## src/rtl/serial_word_pkg.sv

```systemverilog
// +----------------------------------------------------------------------------+
// | serial_word_pkg                                                            |
// | Shared types and constants for the serial word collector.                  |
// | Rev 1.0 - initial release                                                  |
// +----------------------------------------------------------------------------+
`default_nettype none

package serial_word_pkg;

  typedef enum logic [1:0] {
    IDLE = 2'd0,
    DATA = 2'd1,
    PAR  = 2'd2
  } col_state_t;

  localparam int FIFO_DEPTH = 2;
  localparam int MAX_WORD_W = 32;

  typedef struct packed {
    logic [MAX_WORD_W-1:0] word;
    logic                  par_err;
  } fifo_entry_t;

endpackage

`default_nettype wire

```

## src/rtl/word_fifo2.sv

```systemverilog
// +----------------------------------------------------------------------------+
// | word_fifo2                                                                 |
// | Two-entry first-word fall-through FIFO with sticky overflow on drop.       |
// | Rev 1.0 - initial release                                                  |
// +----------------------------------------------------------------------------+
`default_nettype none

module word_fifo2
  import serial_word_pkg::*;
#(
  parameter int DATA_W = 8
) (
  input  logic              clk,
  input  logic              rst,
  input  logic              push_i,
  input  logic [DATA_W-1:0] push_data_i,
  input  logic              rdy_i,
  output logic [DATA_W-1:0] data_o,
  output logic              vld_o,
  output logic              overflow_o
);

  localparam logic [1:0] c_full = 2'(FIFO_DEPTH);

  logic [DATA_W-1:0] r_head;
  logic [DATA_W-1:0] r_tail;
  logic [1:0]        r_count;
  logic              r_overflow;
  logic              w_pop;
  logic              w_full;
  logic              w_accept;
  logic              w_drop;

  assign vld_o      = (r_count != 2'd0);
  assign w_full     = (r_count == c_full);
  assign w_pop      = vld_o && rdy_i;
  // A pop on the same edge frees the slot, so a push into a full FIFO survives.
  assign w_accept   = push_i && (!w_full || w_pop);
  assign w_drop     = push_i && w_full && !w_pop;
  assign data_o     = vld_o ? r_head : '0;
  assign overflow_o = r_overflow;

  always_ff @(posedge clk or negedge rst) begin
    if (!rst) begin
      r_head     <= '0;
      r_tail     <= '0;
      r_count    <= 2'd0;
      r_overflow <= 1'b0;
    end else begin
      if (w_drop) begin
        r_overflow <= 1'b1;
      end
      case ({w_pop, w_accept})
        2'b11: begin
          if (r_count == c_full) begin
            r_head <= r_tail;
            r_tail <= push_data_i;
          end else begin
            r_head <= push_data_i;
          end
        end
        2'b10: begin
          r_head  <= r_tail;
          r_count <= r_count - 2'd1;
        end
        2'b01: begin
          if (r_count == 2'd0) begin
            r_head <= push_data_i;
          end else begin
            r_tail <= push_data_i;
          end
          r_count <= r_count + 2'd1;
        end
        default: ;
      endcase
    end
  end

endmodule

`default_nettype wire

```

## src/rtl/serial_word_collector.sv

```systemverilog
// +----------------------------------------------------------------------------+
// | serial_word_collector                                                      |
// | Frames a qualified serial bit stream into words and buffers them in a      |
// | 2-entry FIFO. Define DESER_PARITY_EN to add an even-parity bit per frame.  |
// | Rev 1.0 - initial release                                                  |
// +----------------------------------------------------------------------------+
`default_nettype none

module serial_word_collector
  import serial_word_pkg::*;
#(
  parameter int WORD_W    = 8,
  parameter bit MSB_FIRST = 1'b1
) (
  input  logic              clk,
  input  logic              rst,
  input  logic              bit_i,
  input  logic              bit_vld_i,
  output logic [WORD_W-1:0] word_o,
  output logic              word_vld_o,
  input  logic              word_rdy_i,
  output logic              par_err_o,
  output logic              overflow_o,
  output logic              busy_o
);

  localparam int                c_cnt_w    = $clog2(WORD_W + 1);
  localparam logic [c_cnt_w-1:0] c_last_bit = c_cnt_w'(WORD_W - 1);
`ifdef DESER_PARITY_EN
  localparam int                c_fifo_w   = WORD_W + 1;
`else
  localparam int                c_fifo_w   = WORD_W;
`endif

  col_state_t          r_state;
  col_state_t          w_state_next;
  logic [c_cnt_w-1:0]  r_cnt;
  logic [c_cnt_w-1:0]  w_cnt_next;
  logic [WORD_W-1:0]   r_shift;
  logic [WORD_W-1:0]   w_shift_next;
  logic [WORD_W-1:0]   w_shift_in;
  logic                w_push;
  logic [c_fifo_w-1:0] w_push_data;
  logic [c_fifo_w-1:0] w_fifo_data;

  generate
    if (MSB_FIRST) begin : g_msb_first
      assign w_shift_in = {r_shift[WORD_W-2:0], bit_i};
    end else begin : g_lsb_first
      assign w_shift_in = {bit_i, r_shift[WORD_W-1:1]};
    end
  endgenerate

  always_ff @(posedge clk or negedge rst) begin
    if (!rst) begin
      r_state <= IDLE;
      r_cnt   <= '0;
      r_shift <= '0;
    end else begin
      r_state <= w_state_next;
      r_cnt   <= w_cnt_next;
      r_shift <= w_shift_next;
    end
  end

  // The commit push is combinational so the FIFO captures on the final-bit edge.
  always_comb begin
    w_state_next = r_state;
    w_cnt_next   = r_cnt;
    w_shift_next = r_shift;
    w_push       = 1'b0;
    if (bit_vld_i) begin
      case (r_state)
        IDLE: begin
          if (bit_i) begin
            w_state_next = DATA;
            w_cnt_next   = '0;
          end
        end
        DATA: begin
          w_shift_next = w_shift_in;
          w_cnt_next   = r_cnt + 1'b1;
          if (r_cnt == c_last_bit) begin
            w_cnt_next = '0;
`ifdef DESER_PARITY_EN
            w_state_next = PAR;
`else
            w_state_next = IDLE;
            w_push       = 1'b1;
`endif
          end
        end
`ifdef DESER_PARITY_EN
        PAR: begin
          w_state_next = IDLE;
          w_push       = 1'b1;
        end
`endif
        default: w_state_next = IDLE;
      endcase
    end
  end

`ifdef DESER_PARITY_EN
  assign w_push_data = {(^r_shift) ^ bit_i, r_shift};
  assign par_err_o   = w_fifo_data[WORD_W];
`else
  assign w_push_data = w_shift_in;
  assign par_err_o   = 1'b0;
`endif
  assign word_o = w_fifo_data[WORD_W-1:0];
  assign busy_o = (r_state != IDLE);

  word_fifo2 #(
    .DATA_W (c_fifo_w)
  ) u_fifo (
    .clk         (clk),
    .rst         (rst),
    .push_i      (w_push),
    .push_data_i (w_push_data),
    .rdy_i       (word_rdy_i),
    .data_o      (w_fifo_data),
    .vld_o       (word_vld_o),
    .overflow_o  (overflow_o)
  );

endmodule

`default_nettype wire

```

## config.mk

```make
export PLATFORM = sky130hd
export DESIGN_NAME = serial_word_collector
export DESIGN_NICKNAME = d
export VERILOG_FILES = /design/src/rtl/serial_word_pkg.sv /design/src/rtl/word_fifo2.sv /design/src/rtl/serial_word_collector.sv
export SDC_FILE = /design/constraint.sdc
export NUM_CORES = 1
export LEC_CHECK = 0
export ABC_AREA = 1
export CAP_MARGIN = 15
export CORE_ASPECT_RATIO = 1.5
export CORE_MARGIN = 3
export CORE_UTILIZATION = 35
export CTS_CLUSTER_SIZE = 40
export DETAILED_ROUTE_END_ITERATION = 7
export GPL_ROUTABILITY_DRIVEN = 1
export PLACE_DENSITY = 0.56
export SYNTH_ARGS = -nofsm -noshare
export SYNTH_HDL_FRONTEND = slang
export SYNTH_SLANG_ARGS = --single-unit
```

## constraint.sdc

```tcl
create_clock -name clk -period 3.6 [get_ports clk]
set_clock_uncertainty 0.1 [all_clocks]
set_input_delay 0.72 -clock clk [delete_from_list [all_inputs] [get_ports clk]]
set_output_delay 0.72 -clock clk [all_outputs]
set_load 0.01 [all_outputs]
```

# Word-level counts from Yosys, hierarchy flattened

Cells that the tools add are included.

Input bits: 5
Flip-flop bits (word level): 32
Output and inout port bits: 12

Eq/ne operators: 11
Reductions and logical operators: 20
Multiplexer cells: 17
Add/subtract/negate cells: 3

Operators by type and width:

| kind                                             | count |
|---|---|
| 2-to-1 mux 8 bit                                 | 5 |
| case mux 8 bit (3 select lines)                  | 1 |
| case mux 8 bit (2 select lines)                  | 1 |
| nonzero test 2 bit                               | 5 |
| AND reduction 3 bit                              | 3 |
| 2-to-1 mux 4 bit                                 | 2 |
| case mux 2 bit (2 select lines)                  | 2 |
| case mux 4 bit (2 select lines)                  | 1 |
| == test 2 bit, second input constant             | 3 |
| != test 2 bit, second input constant             | 3 |
| adder 4 x 1 -> 4 bit, second input constant      | 1 |
| == test 2 x 1 -> 1 bit, second input constant    | 2 |
| == test 4 x 3 -> 1 bit, second input constant    | 1 |
| logical AND 1 bit                                | 4 |
| zero test 2 bit                                  | 2 |
| 2-to-1 mux 2 bit                                 | 2 |
| != test 2 x 1 -> 1 bit, second input constant    | 2 |
| AND reduction 2 bit                              | 2 |
| 2-to-1 mux 1 bit                                 | 3 |
| nonzero test 3 bit                               | 1 |
| adder 2 x 1 -> 2 bit, second input constant      | 1 |
| zero test 1 bit                                  | 2 |
| subtractor 2 x 1 -> 2 bit, second input constant | 1 |
| logical OR 1 bit                                 | 1 |

# Longest topological paths before layout

Gate-level depths: netlist of run 1.

Word-level depth: 8
Depth in mapped cells: 10
Mapped depth without buffers: 10

# Modules after synthesis

A second synthesis of run 1 with hierarchy kept.

Cells, all modules: 241
Area total of the unflattened synthesis: 1816.7 um2

By module, submodules not included:

| module                | cells each | instances | area an instance (um2) | sequential area each (um2) |
|---|---|---|---|---|
| word_fifo2            | 176        | 1         | 1249.9                 | 475.5 |
| serial_word_collector | 65         | 1         | 566.8                  | 300.3 |

# Worst setup path after synthesis of run 1

Ideal clock, no wire load.

Path type: input port to flip-flop
From: in bit_vld_i
To: reg u_fifo.r_head[0]
Data arrival time: 1496 ps
Stages on the path: 8
Slack: 1891 ps
Buffers on the path: 0
Cells stage by stage: nand2_2 -> inv_1 -> nand3_1 -> nand2_2 -> inv_1 -> nand2_1 -> nand2_1 -> inv_1

Word-level cells in the longest chain between the ends: 5
Elaborated cells on any way between the ends: 9

Ends and longest elaborated chain:

| element                                                                | RTL line                    | source |
|---|---|---|
| from (decl)                                                            | serial_word_collector.sv:18 | `input logic bit_vld_i,` |
| 2-to-1 mux 1 bit *                                                     | serial_word_collector.sv:72 | `if (bit_vld_i) begin` |
| logical AND 1 bit *                                                    | word_fifo2.sv:38            | `assign w_accept = push_i && (!w_full \|\| w_pop);` |
| == test 2 x 1 -> 1 bit or == test 2 bit (tied branches)                | word_fifo2.sv:53            | `case ({w_pop, w_accept})` |
| != test 2 x 1 -> 1 bit (no line) or nonzero test 3 bit (tied branches) | --                          |  |
| AND reduction 2 bit (no line)                                          | --                          |  |
| to (signal assigned)                                                   | word_fifo2.sv:56            | `r_head <= r_tail;` |
| to (signal assigned)                                                   | word_fifo2.sv:59            | `r_head <= push_data_i;` |
| to (signal assigned)                                                   | word_fifo2.sv:63            | `r_head <= r_tail;` |
| to (decl)                                                              | word_fifo2.sv:25            | `logic [DATA_W-1:0] r_head;` |

Every way passes the cells marked *; elsewhere a longest branch is shown, timed or not.
A chain may end at the register's enable or synchronous reset.

# Worst setup path in the final report of run 1

From: reg u_fifo.r_count[0]
To: out word_o[5]

Word-level cells in the longest chain between the ends: 2

Ends and longest elaborated chain:

| element                | RTL line                    | source |
|---|---|---|
| from (decl)            | word_fifo2.sv:27            | `logic [1:0] r_count;` |
| from (signal assigned) | word_fifo2.sv:64            | `r_count <= r_count - 2'd1;` |
| from (signal assigned) | word_fifo2.sv:72            | `r_count <= r_count + 2'd1;` |
| nonzero test 2 bit     | word_fifo2.sv:34            | `assign vld_o = (r_count != 2'd0);` |
| 2-to-1 mux 8 bit       | word_fifo2.sv:40            | `assign data_o = vld_o ? r_head : '0;` |
| to (decl)              | serial_word_collector.sv:19 | `output logic [WORD_W-1:0] word_o,` |

No other way between the ends.

==> results of run 1 <==
[logic make-up after synthesis]
group | count (synthesis)
flops | 31
compound gates | 32
other cells | 1
simple gates | 118
fa+ha+maj | 1
xor+xnor | 1
buf+inv | 48
[through the flow]
stage	power, mW	utilization	worst slack (ps)	hold WS [ps]
3_5_place_dp	1.46	0.402	984	368
3_3_place_gp	1.45	0.402	990	359
5_1_grt	1.92	0.422	959	424
6_report	1.74	0.422	1070	394
2_1_floorplan	1.21	-	1890	324
4_1_cts	1.77	0.422	1030	391
[cell usage after synthesis]
| master | n | share of area |
|---|---|---|
| o21ai_0 | 18 | 0.050 |
| nand3_4 | 1 | 0.0097 |
| xor2_1 | 1 | 0.0049 |
| ha_1 | 1 | 0.0070 |
| nand3_1 | 22 | 0.061 |
| buf_12 | 1 | 0.011 |
| conb_1 | 1 | 0.0021 |
| nor2_1 | 12 | 0.025 |
| nand4_1 | 8 | 0.028 |
| nand2_1 | 66 | 0.14 |
| o211ai_1 | 1 | 0.0042 |
| o211ai_4 | 1 | 0.012 |
| dfrtp_1 | 31 | 0.43 |
| o21ai_2 | 8 | 0.039 |
| clkbuf_1 | 1 | 0.0021 |
| a21oi_1 | 2 | 0.0056 |
| buf_4 | 1 | 0.0042 |
| nand2_2 | 6 | 0.021 |
| a31o_2 | 1 | 0.0049 |
| nor2_8 | 1 | 0.011 |
| buf_6 | 3 | 0.019 |
| inv_2 | 2 | 0.0042 |
| buf_2 | 2 | 0.0056 |
| inv_1 | 37 | 0.077 |
| a21oi_2 | 1 | 0.0049 |
| inv_6 | 1 | 0.0049 |
| nor2_4 | 2 | 0.013 |
[flip-flops by register name, summed over array words and instances, names as in the netlist]
name	cells
u_fifo.r_count	2
u_fifo.r_head	8
u_fifo.overflow_o	1
r_shift	7
u_fifo.r_tail	8
r_state	1
r_cnt	4
[final cells by class]
cell class / count / area, um2 / area share
Clock buffer: 8 / 100 / 0.0485
Inverter: 40 / 155 / 0.0752
Multi-Input combinational cell: 153 / 792 / 0.384
Sequential cell: 31 / 776 / 0.376
Tap cell: 66 / 82.6 / 0.0400
Timing Repair Buffer: 16 / 158 / 0.0764
[worst paths after layout]
path	from	end	slack (ps)	cells past startpoint
min in group asynchronous	rst	u_fifo.overflow_o	730	2
max in group asynchronous	rst	u_fifo.r_tail[1]	2380	2
min	u_fifo.overflow_o	u_fifo.overflow_o	390	1
max reg2reg	u_fifo.r_count[0]	u_fifo.r_head[3]	1460	8
max	u_fifo.r_count[0]	word_o[5]	1070	3
min reg2reg	u_fifo.overflow_o	u_fifo.overflow_o	390	1
[routing by layer]
layer  global-route usage  part of all wire  vias up
met2                0.244              0.53       31
met1                0.168              0.43      641
met4               0.0635             0.016        0
met5                    0                 0        -
met3               0.0287             0.031        4
li1                     -                 -      754
[power by group through the flow]
stage / Clock, mW / Sequential [mW] / Combinational (mW)
floorplan: 0 / 0.587 / 0.626
global placement: 0 / 0.631 / 0.824
detailed placement: 0 / 0.633 / 0.827
CTS: 0.310 / 0.627 / 0.829
global route: 0.328 / 0.650 / 0.944
finish: 0.297 / 0.628 / 0.815
==> results.sh, run 1 <==
export IMPL_synth_compound_area_share=0.120
export IMPL_detail_route_iter0_violations=42
export IMPL_p_sw_uw=730
export IMPL_vias_per_cell=4.55
export IMPL_critPathArrivalTime_ps=1710
export IMPL_die_h_um=93.8
export IMPL_period_minus_slack_ps=2530
export IMPL_totalWireLength_um=3670
export IMPL_synthSimpleGateAreaFrac=0.306
export IMPL_vias=1430
export IMPL_p_comb_frac=0.469
export IMPL_maxCapViolations=0
export IMPL_portBuffers=15
export IMPL_netlist_area_mm2=0.00180
export IMPL_avgSynthCellArea_um2=7.75
export IMPL_track_usage=0.142
export IMPL_pwr_share_clk=0.171
export IMPL_setup_violations=0
export IMPL_fill_cells=523
export IMPL_start_util=0.368
export IMPL_crit_chain="nor2_4 > nor2_1 > clkdlybuf4s50_1"
export IMPL_layoutNonFillerInstCount=314
export IMPL_dpl_instance_area_mm2=0.00196
export IMPL_fp_dieW_um=64.5
export IMPL_final_cell_mix="66 x nand2_1, 37 x inv_1, 31 x dfrtp_1"
export IMPL_seq_area_frac_synth=0.431
export IMPL_cellPowerDensity_mw_per_mm2=843
export IMPL_cts_buffer_depth=2
export IMPL_cp_required_ps=2780
export IMPL_p_leak_nw=1.02
export IMPL_synth_xor_area_share=0.00487
export IMPL_htreeDepth=2
export IMPL_synthesis_nets=238
export IMPL_grt_pass1_wl_um=6660
export IMPL_path_buf_inv=1
export IMPL_antenna_found_initial=0
export IMPL_postCtsHoldBufs=0
export IMPL_critPathMaxStageDelay_ps=530
export IMPL_drt_pass1_iterations=4
export IMPL_crit_family="flip-flops"
export IMPL_worstSetupPathType="reg2out"
export IMPL_synthAdderAreaFrac=0.00696
export IMPL_drive_above_1_share=0.129
export IMPL_grt_pass1_vias=1399
export IMPL_layout_commonest_cell="nand2_1"
export IMPL_cp_max_fo=11
export IMPL_numPlacedInstances=306
export IMPL_drtAntennaViolNets=0
export IMPL_vdd_drop_max_mv=0.346
export IMPL_row_count=31
export IMPL_clock_latency_ps=280
export IMPL_p_sw_frac=0.419
export IMPL_root_buffer="clkbuf_8"
export IMPL_ctsResizeCount=0
export IMPL_finalSetupTns_ps=0
export IMPL_hold_path_class="reg2reg"
export IMPL_rsz0062_at_grt="false"
export IMPL_synth_mux_area_frac=0
export IMPL_start_kind="flip-flop"
export IMPL_die_area_mm2=0.00605
export IMPL_grt_overflow=0
export IMPL_seq_power_share=0.361
export IMPL_crit_path_top_delay_cell="dfrtp_1"
export IMPL_relSlewSlack=0.603
export IMPL_synth_distinct_cells=27
export IMPL_wl_per_cell_um=11.7
export IMPL_synth_top_family_by_area="simple AND/OR/NAND/NOR gates"
export IMPL_numClockSinks=31
export IMPL_syn_inst=232
export IMPL_ys_ff_latch=31
export IMPL_crit_path_end_kind="primary output"
export IMPL_coreArea_mm2=0.00489
export IMPL_path_clk_slew_ps=60
export IMPL_gp_congestion=0.818
export IMPL_area_growth_pct=14.8
export IMPL_drc=0
export IMPL_tritoncts="done"
export IMPL_worst_pin_slew_ps=592
export IMPL_fin_nets=253
export IMPL_fmax_mhz=395
export IMPL_antenna_cells=0
export IMPL_final_hold_violation_count=0
export IMPL_hpwl_um=2750
export IMPL_slew_viol_final=0
export IMPL_grt_max_degree=32
export IMPL_post_route_period_util=0.704
export IMPL_ys_warn_count=0
export IMPL_outcome="completed"
export IMPL_cts_made_buffers=5
export IMPL_internal_power_mw=1.01
export IMPL_final_area_mm2=0.00206
export IMPL_cts_setup_buffers=0
export IMPL_num_io_pins=17
(Power assumes the default switching activity.)
==> run 2: changes to the inputs <==
--- a/config.mk
+++ b/config.mk
@@ -13,7 +13,7 @@
 export CTS_CLUSTER_SIZE = 40
 export DETAILED_ROUTE_END_ITERATION = 7
 export GPL_ROUTABILITY_DRIVEN = 1
-export PLACE_DENSITY = 0.56
+export PLACE_DENSITY = 0.58
 export SYNTH_ARGS = -nofsm -noshare
 export SYNTH_HDL_FRONTEND = slang
 export SYNTH_SLANG_ARGS = --single-unit
==> constraint.sdc (replaced) <==
create_clock -name clk -period 2.1 [get_ports clk]
set_clock_uncertainty 0.1 [all_clocks]
set_input_delay 0.42 -clock clk [delete_from_list [all_inputs] [get_ports clk]]
set_output_delay 0.42 -clock clk [all_outputs]
set_load 0.01 [all_outputs]
==> run 2 against run 1 <==
  * Die area unchanged
  * Critical endpoint is now word_o[4]
  * Final area increased by 4.0%
  * Count of clock-buffer cells in the layout decreased by 2
  * Non-clock buffer count increased by 11
  * Setup slack got worse by 980 ps
==> results.sh, run 2 (same netlist as run 1, synthesis figures left out) <==
export IMPL_crit_path_top_delay_cell="clkdlybuf4s50_1"
export IMPL_slew_viol_final=0
export IMPL_final_area_mm2=0.00215
export IMPL_path_clk_slew_ps=60
export IMPL_period_minus_slack_ps=2010
export IMPL_reg_largest_list="u_fifo.r_head: 8 flops, u_fifo.r_tail: 8 flops, r_shift: 7 flops"
export IMPL_grt_overflow=0
export IMPL_setup_ws_ps=88.4
export IMPL_tritoncts="done"
export IMPL_post_route_period_util=0.958
export IMPL_cts_made_buffers=5
export IMPL_crit_path_end_kind="primary output"
export IMPL_drive_above_1_share=0.167
export IMPL_p_leak_nw=1.07
export IMPL_die_area_mm2=0.00605
export IMPL_outcome="completed"
export IMPL_rsz0062_at_grt="false"
export IMPL_cellPowerDensity_mw_per_mm2=1430
export IMPL_multiInputGateArea_um2=792
export IMPL_maxCapViolations=0
export IMPL_critPathArrivalTime_ps=1490
export IMPL_fmax_mhz=497
export IMPL_wl_per_cell_um=11.1
export IMPL_grt_pass1_vias=1432
export IMPL_fp_dieW_um=64.5
export IMPL_seqCellArea_um2=776
export IMPL_start_kind="flip-flop"
export IMPL_fill_cells=509
export IMPL_final_hold_violation_count=0
export IMPL_drc=0
export IMPL_gp_congestion=0.784
export IMPL_worstSetupPathType="reg2out"
export IMPL_layout_commonest_cell="nand2_1"
export IMPL_worst_path_stages=4
export IMPL_worst_pin_slew_ps=558
export IMPL_hold_path_class="reg2reg"
export IMPL_drtAntennaViolNets=0
export IMPL_detail_route_iter0_violations=43
export IMPL_cts_buffer_depth=2
export IMPL_relSlewSlack=0.626
export IMPL_critPathMaxStageDelay_ps=550
export IMPL_hpwl_um=2750
export IMPL_track_usage=0.139
export IMPL_numPlacedInstances=313
export IMPL_hold_depth=1
export IMPL_crit_chain="nor2_4 > buf_12 > nor2_1 > clkdlybuf4s50_1"
export IMPL_r2r_cells=9
export IMPL_r2r_slack_ps=340
export IMPL_setup_violations=0
export IMPL_row_count=31
export IMPL_dp_slack_ps=66.7
export IMPL_antenna_cells=0
export IMPL_numClockSinks=31
export IMPL_die_h_um=93.8
export IMPL_drt_pass1_iterations=4
export IMPL_grt_max_degree=32
export IMPL_num_io_pins=17
export IMPL_cp_max_fo=9
export IMPL_vdd_drop_max_mv=0.540
export IMPL_area_growth_pct=19.3
export IMPL_root_buffer="clkbuf_8"
export IMPL_layoutNonFillerInstCount=324
export IMPL_cp_required_ps=1580
export IMPL_finalSetupTns_ps=0
export IMPL_clock_latency_ps=270
export IMPL_crit_family="buffers and inverters"
export IMPL_postCtsHoldBufs=0
export IMPL_htreeDepth=2
export IMPL_vias=1434
export IMPL_fin_nets=264
export IMPL_path_buf_inv=2
export IMPL_dpl_instance_area_mm2=0.00202
export IMPL_vias_per_cell=4.43
export IMPL_coreArea_mm2=0.00489
export IMPL_portBuffers=15
export IMPL_antenna_found_initial=0
export IMPL_totalWireLength_um=3600
export IMPL_grt_pass1_wl_um=6540
export IMPL_start_util=0.368
export IMPL_final_cell_mix="66 x nand2_1, 37 x inv_1, 31 x dfrtp_1"
run 2: cell types whose count changed in the layout (fill, tap and decap cells not counted):
| cell | before | now |
|---|---|---|
| clkbuf_8 | 7 | 6 |
| clkbuf_1 | 1 | 0 |
| buf_12 | 0 | 1 |
| buf_4 | 1 | 11 |
| clkinv_2 | 0 | 1 |
run 2: what timing repair did:
item / CTS / global route
setup endpoints to repair: 8 / 7
cloned: 0 / 0
buffers inserted: 3 / 1
pin swaps: 1 / 0
gates resized for setup: 0 / 0
run 2: path summary, 6_finish.rpt:
| check | end | from |
|---|---|---|
| setup / recovery | word_o[4] | u_fifo.r_count[1] |
| hold reg to reg | u_fifo.overflow_o | u_fifo.overflow_o |
| max in group asynchronous | r_shift[2] | rst |
| min in group asynchronous | u_fifo.r_head[6] | rst |
| setup reg to reg | u_fifo.r_head[2] | u_fifo.r_count[1] |
| hold / removal | u_fifo.overflow_o | u_fifo.overflow_o |
run 2: per-layer routing:
metal,wire length (um),track usage,vias up
li1,-,-,777
met3,94,0.0323,5
met4,68,0.0582,0
met2,1880,0.243,20
met5,0,0,-
met1,1560,0.161,632
run 2: report_power, final:
group | total [mW] | internal (mW) | switching, mW | leakage [nW]
clock network | 0.466 | 0.257 | 0.209 | 0.0470
logic | 1.57 | 0.695 | 0.871 | 0.636
registers | 1.04 | 0.861 | 0.175 | 0.391
run 2: area by class of cell:
cell class | count | share of cell area
clock buffer | 6 | 0.0385
sequential | 31 | 0.362
clock inverter | 1 | 0.00233
tap | 66 | 0.0385
inverter | 40 | 0.0723
multi-input combinational | 153 | 0.369
timing repair buffer | 27 | 0.118
run 2: per-stage QoR:
stage	power, mW	utilization	hold slack (ps)
6_report	3.07	0.439	371
5_1_grt	3.39	0.439	392
4_1_cts	3.11	0.438	383
3_5_place_dp	2.55	0.412	369
3_3_place_gp	2.53	0.412	357
2_1_floorplan	2.08	-	24.4
==> run 3: changes to the inputs <==
--- a/config.mk
+++ b/config.mk
@@ -13,6 +13,7 @@
 export CTS_CLUSTER_SIZE = 40
 export DETAILED_ROUTE_END_ITERATION = 7
 export GPL_ROUTABILITY_DRIVEN = 1
+export MAX_ROUTING_LAYER = met4
 export PLACE_DENSITY = 0.58
 export SYNTH_ARGS = -nofsm -noshare
 export SYNTH_HDL_FRONTEND = slang
==> run 3 against run 2 <==
  * Register-to-register slack about the same
  * Highest routed layer unchanged
  * Cell count unchanged
  * Global-route usage up 0.37 points
  * Maximum frequency about the same
  * Setup slack worse by 0.53 ps
  * Die area unchanged
  * Sequential share of layout area unchanged
  * Combinational power about the same
==> results.sh, run 3 (same netlist as run 1, synthesis figures left out) <==
export IMPL_finalSetupTns_ps=0
export IMPL_row_count=31
export IMPL_fmax_mhz=497
export IMPL_grt_max_degree=32
export IMPL_cp_max_fo=9
export IMPL_final_area_mm2=0.00215
export IMPL_crit_path_end_kind="primary output"
export IMPL_track_usage=0.143
export IMPL_ctsResizeCount=0
export IMPL_critPathMaxStageDelay_ps=550
export IMPL_cts_made_buffers=5
export IMPL_htreeDepth=2
export IMPL_gp_congestion=0.795
export IMPL_cellPowerDensity_mw_per_mm2=1430
export IMPL_cts_buffer_depth=2
export IMPL_detail_route_iter0_violations=58
export IMPL_post_route_period_util=0.958
export IMPL_num_io_pins=17
export IMPL_worst_pin_slew_ps=557
export IMPL_dpl_instance_area_mm2=0.00202
export IMPL_grt_pass1_vias=1433
export IMPL_final_hold_violation_count=0
export IMPL_hpwl_um=2750
export IMPL_layout_commonest_cell="nand2_1"
export IMPL_cp_required_ps=1580
export IMPL_die_h_um=93.8
export IMPL_reg_largest_list="u_fifo.r_head: 8 flops, u_fifo.r_tail: 8 flops, r_shift: 7 flops"
export IMPL_start_kind="flip-flop"
export IMPL_grt_overflow=0
export IMPL_wl_per_cell_um=11.1
export IMPL_drtAntennaViolNets=0
export IMPL_crit_path_top_delay_cell="clkdlybuf4s50_1"
export IMPL_hold_path_class="reg2reg"
export IMPL_tritoncts="done"
export IMPL_fill_cells=509
export IMPL_drc=0
export IMPL_die_area_mm2=0.00605
export IMPL_area_growth_pct=19.3
export IMPL_setup_violations=0
export IMPL_root_buffer="clkbuf_8"
export IMPL_layoutNonFillerInstCount=324
export IMPL_fin_nets=264
export IMPL_crit_chain="nor2_4 > buf_12 > nor2_1 > clkdlybuf4s50_1"
export IMPL_path_clk_slew_ps=60
export IMPL_drive_above_1_share=0.167
export IMPL_totalWireLength_um=3600
export IMPL_antenna_found_initial=0
export IMPL_outcome="completed"
export IMPL_setup_worst_path_start="u_fifo.r_count[1]"
export IMPL_r2r_start="u_fifo.r_count[1]"
export IMPL_antenna_cells=0
export IMPL_worstSetupPathType="reg2out"
export IMPL_clock_latency_ps=270
export IMPL_r2r_slack_ps=350
export IMPL_p_leak_nw=1.07
export IMPL_final_cell_mix="66 x nand2_1, 37 x inv_1, 31 x dfrtp_1"
export IMPL_numPlacedInstances=313
export IMPL_rsz0062_at_grt="false"
export IMPL_slew_viol_final=0
export IMPL_r2r_end="u_fifo.r_head[2]"
export IMPL_drt_pass1_iterations=4
export IMPL_vdd_drop_max_mv=0.541
export IMPL_vias_per_cell=4.44
export IMPL_r2r_cells=9
export IMPL_maxCapViolations=0
export IMPL_hold_depth=1
export IMPL_grt_pass1_wl_um=6540
export IMPL_critPathArrivalTime_ps=1490
export IMPL_vias=1438
export IMPL_coreArea_mm2=0.00489
export IMPL_relSlewSlack=0.627
export IMPL_numClockSinks=31
export IMPL_portBuffers=15
export IMPL_crit_end="word_o[4]"
export IMPL_fp_dieW_um=64.5
export IMPL_start_util=0.368
export IMPL_period_minus_slack_ps=2010
export IMPL_holdWs_ps=371
-- run 3: timing repair --
action / CTS / global route
buffers inserted: 3 / 1
setup endpoints to repair: 8 / 7
hold buffers: 0 / 0
pin swaps: 1 / 0
cloned: 0 / 0
-- run 3: how the worst min path moves through the flow --
stage,start,end,slack (ps)
after floorplan,rst,r_cnt[0],20
after global placement,u_fifo.overflow_o,u_fifo.overflow_o,360
after detailed placement,u_fifo.overflow_o,u_fifo.overflow_o,370
after CTS,u_fifo.overflow_o,u_fifo.overflow_o,380
after global routing,u_fifo.overflow_o,u_fifo.overflow_o,390
final,u_fifo.overflow_o,u_fifo.overflow_o,370
-- run 3: where the power goes --
part	total (mW)	internal, mW	switching [mW]
logic	1.57	0.695	0.872
registers	1.04	0.861	0.175
clock network	0.467	0.257	0.210
-- run 3: area by class of cell --
class | instances | area (um2) | share of cell area
clock buffer | 6 | 82.6 | 0.0385
multi-input combinational | 153 | 792 | 0.369
clock inverter | 1 | 5.00 | 0.00233
inverter | 40 | 155 | 0.0723
timing repair buffer | 27 | 253 | 0.118
tap | 66 | 82.6 | 0.0385
sequential | 31 | 776 | 0.362
-- run 3: metrics by stage --
step	total power, mW	util	worst slack (ps)
floorplan	2.08	-	622
global placement	2.53	0.412	119
detailed placement	2.55	0.412	66.7
CTS	3.11	0.438	8.89
global route	3.39	0.439	1.70
finish	3.07	0.439	87.9
-- run 3: critical path: cells and delay by family, from the launching register on --
| family | cells | cell delay, ps |
|---|---|---|
| AND/OR/NAND/NOR | 2 | 160 |
| buffers and inverters | 2 | 680 |
| flip-flops | 1 | 380 |
-- run 3: layer usage --
layer	global-route usage	vias to the layer above	wire length, um
met3	0.0323	5	102
met4	0.0582	0	67
met5	-	-	0
met1	0.161	632	1550
met2	0.243	23	1870
li1	-	778	-
